File: src/rtl/reconstruct_stage_param_if.sv
// rtl/reconstruct_stage_param_if.sv - input/output bus bundle for the wavelet synthesis stage
`timescale 1ns/1ps
interface reconstruct_stage_param_if #(
    parameter int WIDTH = 48
);
    logic                    din_valid;
    logic                    din_ready;
    logic                    din_sof;
    logic                    din_eof;
    logic signed [WIDTH-1:0] a_in;
    logic signed [WIDTH-1:0] d_in;
    logic                    dout_valid;
    logic                    dout_last;
    logic signed [WIDTH-1:0] r_even;
    logic signed [WIDTH-1:0] r_odd;

    modport master (
        output din_valid, din_sof, din_eof, a_in, d_in,
        input  din_ready, dout_valid, dout_last, r_even, r_odd
    );

    modport slave (
        input  din_valid, din_sof, din_eof, a_in, d_in,
        output din_ready, dout_valid, dout_last, r_even, r_odd
    );
endinterface

File: src/rtl/reconstruct_stage_param.sv
// rtl/reconstruct_stage_param.sv - polyphase wavelet synthesis stage; RECON_SAT_EN selects saturating output
`timescale 1ns/1ps
module reconstruct_stage_param #(
    parameter int INTERNAL_WIDTH = 48,
    parameter int COEF_WIDTH     = 25,
    parameter int COEF_FRAC      = 23,
    parameter int NUM_TAPS       = 8,
    parameter logic [NUM_TAPS*COEF_WIDTH-1:0] REC_LO = '0,
    parameter logic [NUM_TAPS*COEF_WIDTH-1:0] REC_HI = '0
) (
    input logic                      clk,
    input logic                      rst,
    reconstruct_stage_param_if.slave io
);
    localparam int W    = INTERNAL_WIDTH;
    localparam int P    = NUM_TAPS / 2;
    localparam int PW   = INTERNAL_WIDTH + COEF_WIDTH;
    localparam int SW   = PW + $clog2(NUM_TAPS) + 1;
    localparam int CNTW = $clog2(NUM_TAPS) + 1;
    localparam logic signed [SW-1:0] RND = SW'(1) <<< (COEF_FRAC - 1);
`ifdef RECON_SAT_EN
    localparam logic signed [SW-1:0] SAT_MAX = (SW'(1) <<< (W - 1)) - SW'(1);
    localparam logic signed [SW-1:0] SAT_MIN = -(SW'(1) <<< (W - 1));
`endif

    typedef enum logic [1:0] {ST_IDLE, ST_RUN, ST_FLUSH} state_t;

    state_t          state_q, state_d;
    logic [CNTW-1:0] wcnt_q, wcnt_d;
    logic [CNTW-1:0] fcnt_q, fcnt_d;
    logic [CNTW-1:0] warm_base;
    logic            warm_ok;
    logic            din_ready;
    logic            accept;
    logic            flush_tick;
    logic            sof_acc;
    logic            shift_en;
    logic            v0, last0;

    logic signed [W-1:0]  new_a, new_d;
    logic signed [W-1:0]  tap_a [P];
    logic signed [W-1:0]  tap_d [P];
    logic signed [PW-1:0] prod_lo_d [NUM_TAPS];
    logic signed [PW-1:0] prod_hi_d [NUM_TAPS];
    logic signed [PW-1:0] prod_lo_q [NUM_TAPS];
    logic signed [PW-1:0] prod_hi_q [NUM_TAPS];
    logic signed [SW-1:0] sum_even_d, sum_odd_d;
    logic signed [SW-1:0] sum_even_q, sum_odd_q;
    logic signed [W-1:0]  r_even_d, r_odd_d;
    logic signed [W-1:0]  r_even_q, r_odd_q;
    logic                 v1_q, l1_q, v2_q, l2_q, v3_q, l3_q;

    function automatic logic signed [PW-1:0] mul(input logic [COEF_WIDTH-1:0] c,
                                                 input logic signed [W-1:0] x);
        logic signed [PW-1:0] ce;
        logic signed [PW-1:0] xe;
        ce = PW'($signed(c));
        xe = PW'(x);
        return ce * xe;
    endfunction

    function automatic logic signed [W-1:0] finish(input logic signed [SW-1:0] s);
        logic signed [SW-1:0] sh;
        sh = (s + RND) >>> COEF_FRAC;
`ifdef RECON_SAT_EN
        if (sh > SAT_MAX) begin
            return W'(SAT_MAX);
        end else if (sh < SAT_MIN) begin
            return W'(SAT_MIN);
        end
        return W'(sh);
`else
        return W'(sh);
`endif
    endfunction

    assign din_ready  = (state_q != ST_FLUSH);
    assign accept     = io.din_valid && din_ready;
    assign flush_tick = (state_q == ST_FLUSH);
    assign sof_acc    = accept && io.din_sof;
    assign shift_en   = accept || flush_tick;
    // Flush ticks push zeros through the filter to drain the tail of the frame.
    assign new_a      = flush_tick ? '0 : io.a_in;
    assign new_d      = flush_tick ? '0 : io.d_in;

    always_ff @(posedge clk) begin
        if (rst) begin
            state_q <= ST_IDLE;
            wcnt_q  <= '0;
            fcnt_q  <= '0;
        end else begin
            state_q <= state_d;
            wcnt_q  <= wcnt_d;
            fcnt_q  <= fcnt_d;
        end
    end

    always_comb begin
        state_d = state_q;
        fcnt_d  = fcnt_q;
        unique case (state_q)
            ST_IDLE, ST_RUN: begin
                if (accept) begin
                    if (io.din_eof) begin
                        if (P > 1) begin
                            state_d = ST_FLUSH;
                            fcnt_d  = CNTW'(P - 1);
                        end else begin
                            state_d = ST_IDLE;
                        end
                    end else begin
                        state_d = ST_RUN;
                    end
                end
            end
            ST_FLUSH: begin
                fcnt_d = fcnt_q - CNTW'(1);
                if (fcnt_q == CNTW'(1)) begin
                    state_d = ST_IDLE;
                end
            end
            default: state_d = ST_IDLE;
        endcase
    end

    // A sof sample sees an empty history, so it counts as the first warm-up sample.
    always_comb begin
        warm_base = sof_acc ? '0 : wcnt_q;
        warm_ok   = (warm_base == CNTW'(P - 1));
        wcnt_d    = wcnt_q;
        if (accept) begin
            wcnt_d = warm_ok ? warm_base : warm_base + CNTW'(1);
        end
        v0    = (accept && warm_ok) || flush_tick;
        last0 = (flush_tick && (fcnt_q == CNTW'(1))) || (accept && io.din_eof && (P == 1));
    end

    generate
        if (P > 1) begin : g_hist
            logic signed [W-1:0] hist_a_q [P-1];
            logic signed [W-1:0] hist_d_q [P-1];

            always_comb begin
                tap_a[0] = new_a;
                tap_d[0] = new_d;
                for (int k = 1; k < P; k++) begin
                    tap_a[k] = sof_acc ? '0 : hist_a_q[k-1];
                    tap_d[k] = sof_acc ? '0 : hist_d_q[k-1];
                end
            end

            always_ff @(posedge clk) begin
                if (rst) begin
                    for (int j = 0; j < P - 1; j++) begin
                        hist_a_q[j] <= '0;
                        hist_d_q[j] <= '0;
                    end
                end else if (shift_en) begin
                    for (int j = 0; j < P - 1; j++) begin
                        hist_a_q[j] <= tap_a[j];
                        hist_d_q[j] <= tap_d[j];
                    end
                end
            end
        end else begin : g_nohist
            always_comb begin
                tap_a[0] = new_a;
                tap_d[0] = new_d;
            end
        end
    endgenerate

    // Coefficient i feeds the even phase when i is even and the odd phase otherwise.
    always_comb begin
        for (int i = 0; i < NUM_TAPS; i++) begin
            prod_lo_d[i] = mul(REC_LO[i*COEF_WIDTH +: COEF_WIDTH], tap_a[i/2]);
            prod_hi_d[i] = mul(REC_HI[i*COEF_WIDTH +: COEF_WIDTH], tap_d[i/2]);
        end
    end

    always_comb begin
        sum_even_d = '0;
        sum_odd_d  = '0;
        for (int i = 0; i < NUM_TAPS; i++) begin
            if (i % 2 == 0) begin
                sum_even_d = sum_even_d + SW'(prod_lo_q[i]) + SW'(prod_hi_q[i]);
            end else begin
                sum_odd_d = sum_odd_d + SW'(prod_lo_q[i]) + SW'(prod_hi_q[i]);
            end
        end
    end

    always_comb begin
        r_even_d = finish(sum_even_q);
        r_odd_d  = finish(sum_odd_q);
    end

    always_ff @(posedge clk) begin
        if (rst) begin
            for (int i = 0; i < NUM_TAPS; i++) begin
                prod_lo_q[i] <= '0;
                prod_hi_q[i] <= '0;
            end
            sum_even_q <= '0;
            sum_odd_q  <= '0;
            r_even_q   <= '0;
            r_odd_q    <= '0;
            v1_q       <= 1'b0;
            l1_q       <= 1'b0;
            v2_q       <= 1'b0;
            l2_q       <= 1'b0;
            v3_q       <= 1'b0;
            l3_q       <= 1'b0;
        end else begin
            for (int i = 0; i < NUM_TAPS; i++) begin
                prod_lo_q[i] <= prod_lo_d[i];
                prod_hi_q[i] <= prod_hi_d[i];
            end
            sum_even_q <= sum_even_d;
            sum_odd_q  <= sum_odd_d;
            r_even_q   <= r_even_d;
            r_odd_q    <= r_odd_d;
            v1_q       <= v0;
            l1_q       <= last0 && v0;
            v2_q       <= v1_q;
            l2_q       <= l1_q;
            v3_q       <= v2_q;
            l3_q       <= l2_q;
        end
    end

    assign io.din_ready  = din_ready;
    assign io.dout_valid = v3_q;
    assign io.dout_last  = l3_q;
    assign io.r_even     = r_even_q;
    assign io.r_odd      = r_odd_q;
endmodule

File: src/flat_wrapper.sv
// flat-port wrapper written by rule: the top's interface ports become plain ports
module reconstruct_stage_param_flat 
#(
    parameter int INTERNAL_WIDTH = 48,
    parameter int COEF_WIDTH     = 25,
    parameter int COEF_FRAC      = 23,
    parameter int NUM_TAPS       = 8,
    parameter logic [NUM_TAPS*COEF_WIDTH-1:0] REC_LO = '0,
    parameter logic [NUM_TAPS*COEF_WIDTH-1:0] REC_HI = '0
)
  (clk, rst, io_din_valid, io_din_sof, io_din_eof, io_a_in, io_d_in, io_din_ready, io_dout_valid, io_dout_last, io_r_even, io_r_odd);
  reconstruct_stage_param_if #(.WIDTH((48))) io_i ();
  input logic clk;
  input logic rst;
  input wire logic [$bits(io_i.din_valid)-1:0] io_din_valid;
  input wire logic [$bits(io_i.din_sof)-1:0] io_din_sof;
  input wire logic [$bits(io_i.din_eof)-1:0] io_din_eof;
  input wire logic [$bits(io_i.a_in)-1:0] io_a_in;
  input wire logic [$bits(io_i.d_in)-1:0] io_d_in;
  output wire logic [$bits(io_i.din_ready)-1:0] io_din_ready;
  output wire logic [$bits(io_i.dout_valid)-1:0] io_dout_valid;
  output wire logic [$bits(io_i.dout_last)-1:0] io_dout_last;
  output wire logic [$bits(io_i.r_even)-1:0] io_r_even;
  output wire logic [$bits(io_i.r_odd)-1:0] io_r_odd;
  assign io_i.din_valid = io_din_valid;
  assign io_i.din_sof = io_din_sof;
  assign io_i.din_eof = io_din_eof;
  assign io_i.a_in = io_a_in;
  assign io_i.d_in = io_d_in;
  assign io_din_ready = io_i.din_ready;
  assign io_dout_valid = io_i.dout_valid;
  assign io_dout_last = io_i.dout_last;
  assign io_r_even = io_i.r_even;
  assign io_r_odd = io_i.r_odd;
  reconstruct_stage_param #(.INTERNAL_WIDTH(INTERNAL_WIDTH), .COEF_WIDTH(COEF_WIDTH), .COEF_FRAC(COEF_FRAC), .NUM_TAPS(NUM_TAPS), .REC_LO(REC_LO), .REC_HI(REC_HI)) u_core (.clk(clk), .rst(rst), .io(io_i));
endmodule
File: config.mk
export PLATFORM = sky130hd
export DESIGN_NAME = reconstruct_stage_param_flat
export DESIGN_NICKNAME = d
export VERILOG_FILES = /design/src/rtl/reconstruct_stage_param_if.sv /design/src/rtl/reconstruct_stage_param.sv /design/src/flat_wrapper.sv
export SDC_FILE = /design/constraint.sdc
export NUM_CORES = 1
export LEC_CHECK = 0
export ABC_AREA = 1
export ABC_CLOCK_PERIOD_IN_PS = 1950
export BUFFER_PORTS_ARGS = -buffer_cell sky130_fd_sc_hd__buf_2
export CAP_MARGIN = 15
export CORE_MARGIN = 2
export CORE_UTILIZATION = 25
export DETAILED_ROUTE_END_ITERATION = 10
export PLACE_DENSITY = 0.67
export SYNTH_ARGS = -nofsm -noshare
export SYNTH_HDL_FRONTEND = slang
export SYNTH_SLANG_ARGS = --single-unit
File: constraint.sdc
create_clock -name clk -period 1.95 [get_ports clk]
set_input_delay 0.0975 -clock clk [delete_from_list [all_inputs] [get_ports clk]]
set_output_delay 0.0975 -clock clk [all_outputs]
set_load 0.1 [all_outputs]
Word level (Yosys, flattened, before mapping):

Cells that the tools add are included.
W data, S select, Z words.

* bits of input ports: 101
* word-level logic and storage cells: 59
* bits in registers: 254
* output and inout port bits: 99

* equal/unequal tests: 8
* muxes and demuxes: 9
* add/sub/neg operators: 18
* reductions and logical operators: 11

Operators by type and width (number)
* $add A71 B71 Y71 const B: 12
* $add A71 B24 Y71 const B: 2
* $add A71 B71 Y71 const AB: 2
* $mux W4: 4
* $pmux W4 S2: 1
* $mux W2: 3
* $ne A2 B2 Y1 const B: 3
* $logic_and A1 B1 Y1: 5
* $add A4 B1 Y4 const B: 1
* $eq A4 B1 Y1 const B: 1
* $eq A4 B2 Y1 const B: 1
* $pmux W2 S2: 1
* $sub A4 B1 Y4 const B: 1
* $reduce_and A3 Y1: 1
* $eq A2 B1 Y1 const B: 1
* $eq A2 B2 Y1 const B: 1
* $logic_not A2 Y1: 1
* $ne A2 B1 Y1 const B: 1
* $reduce_and A2 Y1: 1
* $reduce_bool A2 Y1: 1
* $reduce_or A2 Y1: 1
* $logic_or A1 B1 Y1: 1

Longest topological paths before layout:

* depth after elaboration: 8
* depth in mapped cells: 11

Least setup slack after synthesis:

No wires, ideal clock.

* path kind: reg2reg
* start point: register u_core.state_q[0]
* end point: register u_core.wcnt_q[2]
* arrival: 1.560 ns
* setup time: 0.068 ns
* setup slack: 0.322 ns
* buffers on the path: 0
* stages on the path, launching flop included: 12
* required time: 1.882 ns
* cells stage by stage: dfxtp_1 inv_1 nand2_4 nand3_4 nand2_1 inv_1 ha_1 inv_1 nand3_1 nand2_1 nand3_2 a21oi_2

* longest elaborated chain between the ends: 6
* elaborated cells on any way between the ends: 7

Ends and longest elaborated chain
* from (decl): line reconstruct_stage_param.sv:28 `state_t state_q, state_d;`
* from (signal assigned): line reconstruct_stage_param.sv:92 `state_q <= state_d;`
* $ne A2 B2 Y1 *: line reconstruct_stage_param.sv:77 `assign din_ready = (state_q != ST_FLUSH);`
* net io_din_ready: line flat_wrapper.sv:20 `output wire logic [$bits(io_i.din_ready)-1:0] io_din_ready;`
* $logic_and A1 B1 Y1 *: line reconstruct_stage_param.sv:78 `assign accept = io.din_valid && din_ready;`
* $logic_and A1 B1 Y1: line reconstruct_stage_param.sv:80 `assign sof_acc = accept && io.din_sof;`
* $mux W4: line reconstruct_stage_param.sv:128 `warm_base = sof_acc ? '0 : wcnt_q;`
* $add A4 B1 Y4 / $eq A4 B2 Y1 (equally long branches): line reconstruct_stage_param.sv:132, reconstruct_stage_param.sv:129
* $mux W4: line reconstruct_stage_param.sv:132 `wcnt_d = warm_ok ? warm_base : warm_base + CNTW'(1);`
* to (signal assigned): line reconstruct_stage_param.sv:93 `wcnt_q <= wcnt_d;`
* to (decl): line reconstruct_stage_param.sv:29 `logic [CNTW-1:0] wcnt_q, wcnt_d;`

Mark *: on every way through the listed nets, which the timed path passes. The rest lies on a longest branch.
A chain may end at the register's enable or synchronous reset.

Worst setup path after layout:

* start point: register u_core.state_q[0]
* end point: register u_core.wcnt_q[2]

* longest elaborated chain between the ends: 6
* elaborated cells on any way between the ends: 7

Ends and longest elaborated chain (line)
* $ne A2 B2 Y1 *: reconstruct_stage_param.sv:77
* $logic_and A1 B1 Y1 *: reconstruct_stage_param.sv:78
* $logic_and A1 B1 Y1: reconstruct_stage_param.sv:80
* $mux W4: reconstruct_stage_param.sv:128
* $add A4 B1 Y4 / $eq A4 B2 Y1 (equally long branches): reconstruct_stage_param.sv:132, reconstruct_stage_param.sv:129
* $mux W4: reconstruct_stage_param.sv:132

Every way passes the cells marked *; elsewhere a longest branch is shown, timed or not.

==> impl_metrics.tcl <==
set metrics [dict create \
    yosys-top-cells-area "buf_4 (48%), dfxtp_1 (21%), inv_1 (5.5%), nand2_1 (5.3%), ha_1 (2.5%)" \
    clkSlewWorstSetupHoldPaths_ns 0.06 \
    power_leakage_nw 0.711 \
    synth_seq_cells 16 \
    antenna_found_initial 0 \
    drive_above_1_share 0.0971 \
    synth_area_leader_cell "buf_4" \
    timing.rr.start "u_core.state_q[0]$_SDFFE_PP0P_" \
    end_kind "flop" \
    clock_sinks 16 \
    yosysWarnings 0 \
    port_buffers 7 \
    setup.worst_path.end "u_core.wcnt_q[2]$_SDFFE_PP0P_" \
    path_class "flop to flop" \
    drt_iter0_markers 20 \
    status "finished, final reports clean" \
    cp_common_cell "inv_1" \
    cts_tree "yes" \
    hold_violations 0 \
    r2r_setup_slack_ns 0.48 \
    drc 0 \
    cts_resized 0 \
    grt_usage 0.0437 \
    worstRegToRegCells 11 \
    slowest_delay_ns 0.30 \
    final-setup-viol-count 0 \
    hold_class "input port to flop" \
    grt_pass1_vias 561 \
    root_buffer "clkbuf_8" \
    yosysMostFrequentCell "buf_4" \
    fp-row-count 28 \
    period_needed_ns 1.47 \
    cts_setup_buffers 0 \
    irDropWorstVdd_v 0.000294 \
    critPathLaunch "u_core.state_q[0]$_SDFFE_PP0P_" \
    clockBufferDepth 2 \
    seq_area_frac_synth 0.214 \
    synth_ff_type "dfxtp_1" \
    rsz0062_at_grt "no" \
    die_area_sq_um 6630 \
    path_cells "inv_1, nand2_4, nand3_4, nand2_1, inv_1, ha_1, inv_1, nand3_1, nand2_1, nand3_2, a21oi_2" \
    wl_per_cell_um 5.72 \
    critPathRequiredTime_ns 2.14 \
    grt_pass1_wl_um 2190 \
    period_share 0.753 \
    fmaxAchievable_mhz 681 \
    critPathArrivalTime_ns 1.66 \
    initial_core_util 0.256 \
    vias 873 \
    die_x_um 81.4 \
    yosys.area.top_type_share 0.481 \
    ys_top_cells_by_count "buf_4 (96), inv_1 (22), nand2_1 (21)" \
    cts_hold_buf 0 \
    setup_tns_ns 0 \
    syn_area_sq_um 1500 \
    first_pass_iters 2 \
    grt.overflow.total 0 \
    gp_congestion 0.749 \
    async_flop_share 0 \
    synth_edf_count 0 \
    maxSlewViolCount 0 \
    powerDensity_nw_per_um2 1170 \
    areaGrowthSynthToFinish_pct -13.2 \
    numCtsBuffers 3 \
    die_h_um 81.4 \
    crit_path_start_kind "flop" \
    cp_max_fo 7 \
    critPathSlowestCell "dfxtp_1" \
    routed_via_density 3.11 \
    cts-htree-levels 1 \
    nets 312 \
    postSynthAreaPerCell_sq_um 7.56 \
    clock_latency_ns 0.25 \
    worstReg2RegEnd "u_core.wcnt_q[2]$_SDFFE_PP0P_" \
    place_hpwl_um 1320 \
    maxCapViolations 0 \
    coreArea_sq_um 5850 \
    ant_nets 0 \
    grt_max_degree 12 \
    synthCells 198 \
    place_inst 278 \
    finalWirelength_um 1610 \
    antenna_cells 0 \
    synth_cell_types 24 \
    finClkSkew_ns 0.00332 \
    pin_count 200 \
    final_cells 281 \
]
logic make-up (layout without fill, tap and decap cells):
family,count (synthesis),after routing,share of synthesized area
compound gates,13,13,0.0635
fa+ha+maj,3,3,0.0251
buf+inv,120,33,0.541
flops,16,16,0.214
other cells,1,96,0.00250
simple gates,45,45,0.154
where the power goes:
part | internal (mW) | switching [mW] | total (mW)
combinational | 0.0393 | 0.879 | 0.918
sequential | 0.346 | 0.0112 | 0.357
clock | 0.137 | 0.113 | 0.251
total | 0.522 | 1.00 | 1.53
metal layers:
| layer | GRT usage | wire, um | part of all wire |
|---|---|---|---|
| met1 | 0.0407 | 574 | 0.36 |
| met2 | 0.0779 | 649 | 0.40 |
| met3 | 0.0133 | 337 | 0.21 |
| met4 | 0.0356 | 44 | 0.027 |
| met5 | 0 | 0 | 0 |
layout by cell type, fill, tap and decap left out, drive strengths merged:
| master | netlist | routed |
|---|---|---|
| buf | 96 | 7 |
| nor2 | 9 | 9 |
| o211ai | 2 | 2 |
| nand2 | 24 | 24 |
| ha | 3 | 3 |
| clkbuf | 1 | 3 |
| nand3 | 6 | 6 |
| a21oi | 8 | 8 |
| a2111oi | 1 | 1 |
| nand3b | 1 | 1 |
| dfxtp | 16 | 16 |
| conb | 1 | 96 |
| inv | 23 | 23 |
| nor3 | 4 | 4 |
| o21ai | 2 | 2 |
| nand4 | 1 | 1 |
cell type report:
class                   instances  area [sq um]
clock buffers                   3          41.3
well taps                      75          93.8
inverters                      23          86.3
repair buffers                  7          35.0
flip-flops and latches         16           320
multi-input cells             157           723
fillers                       655          4550
flip-flops by register name, indices dropped and copies added, names as in the netlist:
name / cells
u_core.fcnt_q: 4
u_core.wcnt_q: 4
u_core.io.dout_valid: 1
u_core.state_q: 2
u_core.v2_q: 1
u_core.l2_q: 1
u_core.io.dout_last: 1
u_core.l1_q: 1
u_core.v1_q: 1
worst min path at each step:
| stage | startpoint | to | slack (ns) | depth (start not counted) |
|---|---|---|---|---|
| CTS | io_din_eof | u_core.state_q[0]$_SDFFE_PP0P_ | 0.13 | 4 |
| global placement | io_din_eof | u_core.state_q[0]$_SDFFE_PP0P_ | 0.39 | 4 |
| finish | io_din_eof | u_core.state_q[0]$_SDFFE_PP0P_ | 0.12 | 4 |
| detailed placement | io_din_eof | u_core.state_q[0]$_SDFFE_PP0P_ | 0.39 | 4 |
| floorplan | io_din_valid | u_core.state_q[0]$_SDFFE_PP0P_ | 0.28 | 3 |
| global route | io_din_eof | u_core.state_q[0]$_SDFFE_PP0P_ | 0.13 | 4 |
metrics by stage:
| stage | worst slack [ns] | cell area, sq um | total power [mW] | hold WS [ns] | util |
|---|---|---|---|---|---|
| detailed placement | 0.487 | 1260 | 1.28 | 0.390 | 0.215 |
| CTS | 0.465 | 1300 | 1.53 | 0.126 | 0.222 |
| floorplan | 0.322 | 1850 | 1.41 | 0.283 | - |
| global placement | 0.497 | 1260 | 1.28 | 0.388 | 0.215 |
| finish | 0.481 | 1300 | 1.53 | 0.125 | 0.222 |
| global route | 0.311 | 1300 | 1.58 | 0.132 | 0.222 |
worst max-delay path: cells and delay by family (launching register included):
kind / cells / cell delay, ns
fa+ha+maj: 1 / 0.26
flops: 1 / 0.30
simple gates: 6 / 0.53
compound gates: 1 / 0.11
buf+inv: 3 / 0.20
(Power assumes the default switching activity.)
